### src/rtl/srl_test_pkg.sv
// Shared definitions for the SRL16/SRL32 shift-chain test logic: chain depth,
// fill-counter type, checker states and the reference LFSR polynomial.
package srl_test_pkg;

  localparam int SRL_DEPTH = 32;
  localparam int FILL_W    = 6;

  // Right-shifting Galois mask for x^32 + x^22 + x^2 + x + 1.
  localparam logic [31:0] LFSR_POLY = 32'h8020_0003;

  typedef logic [FILL_W-1:0] fill_t;

  typedef enum logic {
    FILL  = 1'b0,
    CHECK = 1'b1
  } state_t;

  // One step of a right-shifting Galois LFSR.
  function automatic logic [31:0] lfsr_step(input logic [31:0] s, input logic [31:0] poly);
    return (s >> 1) ^ (s[0] ? poly : 32'h0);
  endfunction

endpackage

### src/rtl/srl_ref_lfsr.sv
// Seeded 32-bit Galois LFSR with a step enable; the state register is the output.
module srl_ref_lfsr
  import srl_test_pkg::*;
#(
  parameter logic [31:0] SEED = 32'hACE1_1234,
  parameter logic [31:0] POLY = LFSR_POLY
) (
  input  logic        clk,
  input  logic        rst_n,
  input  logic        en_i,
  output logic [31:0] state_o
);

  logic [31:0] lfsr_q;
  logic [31:0] lfsr_d;

  assign lfsr_d  = lfsr_step(lfsr_q, POLY);
  assign state_o = lfsr_q;

  // Advance one step per enabled cycle; hold otherwise.
  always_ff @(posedge clk or negedge rst_n) begin
    if (!rst_n) begin
      lfsr_q <= SEED;
    end else if (en_i) begin
      // NOTE: sequential state uses <= so every flop samples pre-edge values, avoiding simulation races.
      lfsr_q <= lfsr_d;
    end
  end

endmodule

### config.mk
export PLATFORM = sky130hd
export DESIGN_NAME = srl_ref_lfsr
export DESIGN_NICKNAME = d
export VERILOG_FILES = /design/src/rtl/srl_test_pkg.sv /design/src/rtl/srl_ref_lfsr.sv
export SDC_FILE = /design/constraint.sdc
export NUM_CORES = 1
export LEC_CHECK = 0
export CAP_MARGIN = 30
export CORE_ASPECT_RATIO = 0.75
export CORE_MARGIN = 2
export CORE_UTILIZATION = 49
export DETAILED_ROUTE_END_ITERATION = 7
export PLACE_DENSITY = 0.78
export SYNTH_ARGS = -nofsm -noshare
export SYNTH_HDL_FRONTEND = slang
export SYNTH_SLANG_ARGS = --single-unit
export TNS_END_PERCENT = 100
### constraint.sdc
create_clock -name clk -period 1.07 [get_ports clk]
set_input_delay 0.214 -clock clk [delete_from_list [all_inputs] [get_ports clk]]
set_output_delay 0.214 -clock clk [all_outputs]
set_load 0.01 [all_outputs]
Word level (Yosys, flattened, before mapping)
Cells that the tools add are included.
{"block": "word_totals", "word_cells": 3, "regBits": 32}
{"block": "op_classes", "n_mux": 1, "n_bitwise": 1}
{"operator": "2-to-1 mux 32 bit", "count": 1}
{"operator": "bitwise XOR 31 x 32 -> 32 bit", "count": 1}

Depth between registers and ports, before layout
{"block": "logic_depth", "ltp_word": 2, "mapped_depth": 4, "depth_no_buf": 2}

Worst setup path after synthesis
OpenSTA, ideal clock, no wires.
{"block": "synth_path", "path_kind": "input port to flip-flop", "start": "input en_i", "end": "register lfsr_q[24] (netlist: state_o[24])", "path_stages": 3, "t_arrival_ns": 0.767, "setup_ns": 0.125, "slack_ns": 0.178, "n_path_buf": 2, "cell_sequence": "buf_6 > buf_6 > mux2_4"}
{"item": "start, declared", "line_no": "srl_ref_lfsr.sv:10", "rtl": "input logic en_i,"}
{"item": "end signal, assigned", "line_no": "srl_ref_lfsr.sv:26", "rtl": "lfsr_q <= lfsr_d;"}
{"item": "end, declared", "line_no": "srl_ref_lfsr.sv:14", "rtl": "logic [31:0] lfsr_q;"}
No word-level cell between the ends.

Worst setup path after layout
{"block": "layout_path", "start": "register lfsr_q[26] (netlist: state_o[26])", "end": "output state_o[26]"}
{"item": "end, declared", "line_no": "srl_ref_lfsr.sv:11", "rtl": "output logic [31:0] state_o"}
No word-level cell between the ends.

==> out/results.env <==
GRT_ANTENNA_BEFORE_REPAIR=0
SYNTH_SEQ_AREA_SHARE_PCT=52.2
DIE_AREA_UM2=3670
USE_MET1_PCT=18.1
HTREE_LEVELS=2
FIRSTDRTPASSITERS=2
CTS_TREE='built'
WORSTPATHCELLLIST='buf_6'
SYNTH_SEQ_CELLS=32
DRV.MAX_CAP_VIOLATION_COUNT=0
CP_TOP_FAMILY='flip-flops'
TRITONCTS_NUM_SINKS=32
CLKLATENCYLATEPIN_NS=0.28
GLOBAL_ROUTE.PEAK_USAGE_LAYER='met2'
GLOBALROUTEMET3UTIL_PCT=5.90
FIN_NETS=154
GRT_FIRST_PASS_WIRELENGTH_UM=4320
RELATIVE_SLEW_SLACK_PCT=88.6
ROUTEDWLPERCELL_UM=13.5
AREA_GROWTH_PCT=29.3
POST_DRT_VIA_CELL_RATIO=4.54
TIMING_WORST_SLEW_PIN_VALUE_NS=0.171
PERIOD_NEEDED_NS=1.14
VIOLATIONS='setup timing'
FINAL_LAYOUT_SIZE_SUFFIX_GT1_SHARE_PCT=80.3
BUFFER_PORTS.INSERTED=34
CLOCK.FMAX_GHz=0.876
DRTITER0DRC=22
FINALSETUPVIOLCOUNT=13
FINAL_MIN_PERIOD_OVER_CLOCK_PERIOD_PCT=107
WORST_HOLD_SLACK_NS=0.291
RESULT_OF_THE_RUN='finished, violations left'
CRIT_PATH_MAX_FANOUT=2
ENDPOINT_ARRIVAL_TIME_ON_THE_CRITICAL_PATH_NS=0.93
SYNTH.YOSYS.WARNINGS=0
LARGEST_REGISTER_FFS=32
KIND_OF_LAUNCH_POINT_OF_THE_WORST_SETUP_PATH='flop'
POST_SYNTHESIS_NET_COUNT=105
ROUTABILITYCONGESTION=0.679
NUM-FILL-CELLS=220
SYN_AREA_PER_CELL_UM2=15.3
CELLPOWERDENSITY_nW_PER_UM2=3400
TIMING.FINAL.WS_SETUP_NS=-0.0711
FINALMAXSLEWVIOLATIONS=0
FLOORPLAN.ROWS=17
GRT_MAX_DEGREE=33
IO-PIN-COUNT=35
TIMING_WORST_SETUP_PATH_TYPE='reg2out'
DPL.HPWL_UM=1750
IR_DROP_V=0.00189
WORST_PATH_MAX_DELAY_CELL='dfstp_2'
COMMONEST_CELLS_AFTER_ROUTING_FILL_AND_TAPS_ASIDE='buf_4 (38), mux2_4 (25), buf_2 (20)'
TOTAL_GR_OVERFLOW=0
POWER.TOTAL_uW=6880
ROUTED_WL_UM=2560
CTS-HOLD-FIX-BUFFERS=0
DIE_W_UM=69.3
FINALCOREUTILIZATION_PCT=67.5
WORST_EP_REQUIRED_TIME_NS=0.86
DIEHEIGHT_UM=52.9
YS_TYPES=11
N_ANTENNA_CELL=0
WORSTPATHBUFFERINVERTERCOUNT=1
NETLIST_INSTANCES=102
CTS_BUFFERS=5
TRACK_USAGE_PCT=16.2
DETAILED_ROUTE_DRC_ERROR_COUNT=0
VIA_COUNT=863
NUMBER_OF_GLOBAL_ROUTE_VIAS_BEFORE_REPAIR=921
P_LEAK_uW=0.00101
HOLD_PATH.CLASS='in2async'
FINAL.SETUP_SKEW_NS=0.00499
PATH_CLK_SLEW_NS=0.06
NETLIST_AREA_UM2=1570
LAYOUT_COMMONEST_CELL='buf_4'
ROOT_BUFFER_SELECTED_BY_CTS='clkbuf_8'
TIMING.CRITICAL_PATH.TO_TYPE='output port'
RSZ0062_AT_GRT='yes'
GRT.MET2_USAGE_PCT=26.8
CTSLONGESTPATHBUFFERS=2
ANTENNA_LEFT=0
CORE_UM2=3000
EFFECTIVE_UTILIZATION_AT_FLOORPLAN_PCT=52.2
CRIT_PATH_MAX_INCR_DELAY_NS=0.55
HOLD_VIOLATIONS=0
[cell type report]
cell class                      count  area [µm²]  share of cell area [%]
Clock buffer                        8        90.1                    4.45
Multi-Input combinational cell     37         468                    23.1
Sequential cell                    32         817                    40.4
Tap cell                           38        47.5                    2.35
Timing Repair Buffer               75         602                    29.7
[cells in the mapped netlist]
| cell type | n | area (µm²) |
|---|---|---|
| buf_4 | 29 | 218 |
| buf_12 | 2 | 40.0 |
| nor2_1 | 2 | 7.51 |
| mux2_2 | 4 | 45.0 |
| buf_6 | 2 | 22.5 |
| a21oi_1 | 2 | 10.0 |
| dfrtp_1 | 19 | 475 |
| mux2_4 | 25 | 375 |
| dfstp_2 | 13 | 342 |
| xnor2_1 | 3 | 26.3 |
| nand2_1 | 1 | 3.75 |
[through the flow]
| stage | instance area (µm²) | instances | setup slack (ns) | setup TNS [ns] |
|---|---|---|---|---|
| 2_1_floorplan | 1570 | 102 | 0.178 | 0 |
| 3_3_place_gp | 1950 | 174 | -0.188 | -2.42 |
| 3_5_place_dp | 1950 | 174 | -0.192 | -2.54 |
| 4_1_cts | 2020 | 190 | -0.0802 | -0.952 |
| 5_1_grt | 2020 | 190 | -0.0947 | -1.11 |
| 6_report | 2020 | 190 | -0.0711 | -0.778 |
[cells by family (layout without fill, tap and decap cells)]
group,after synthesis,in the layout,synth area share (%)
AND/OR/NAND/NOR,3,3,0.719
flip-flops,32,32,52.2
XOR/XNOR,3,3,1.68
buffers and inverters,33,83,17.9
multiplexers,29,29,26.9
AO/OA/AOI/OAI,2,2,0.640
[final timing paths]
path | cells past startpoint | slack (ns) | end | from
setup / recovery | 1 | -0.07 | state_o[26] | state_o[26]
hold / removal | 2 | 0.29 | state_o[13] | rst_n
setup reg to reg | 3 | 0.06 | state_o[7] | state_o[7]
hold reg to reg | 2 | 0.60 | state_o[9] | state_o[10]
max in group asynchronous | 2 | 0.54 | state_o[21] | rst_n
min in group clk | 2 | 0.32 | state_o[28] | en_i
[report_power, final]
| part | total, µW | internal, µW | leakage [µW] | switching (µW) |
|---|---|---|---|---|
| combinational | 3580 | 2360 | 0.000605 | 1220 |
| clock | 926 | 523 | 0.0000455 | 403 |
| sequential | 2370 | 2010 | 0.000355 | 356 |
[routing by layer]
metal,vias up,wire length (µm),share of wire [%]
li1,405,-,-
met1,425,1050,41
met2,26,1290,50
met3,7,163,6.4
met4,0,61,2.4
met5,-,0,0
[timing repair]
item / 4_1_cts / 5_1_grt
endpoints found under the setup margin: 32 / 13
gates resized for setup: 141 / 0
buffers inserted: 8 / 0
pin swaps: 0 / 0
No activity file was read; power rests on OpenSTA's default activity.
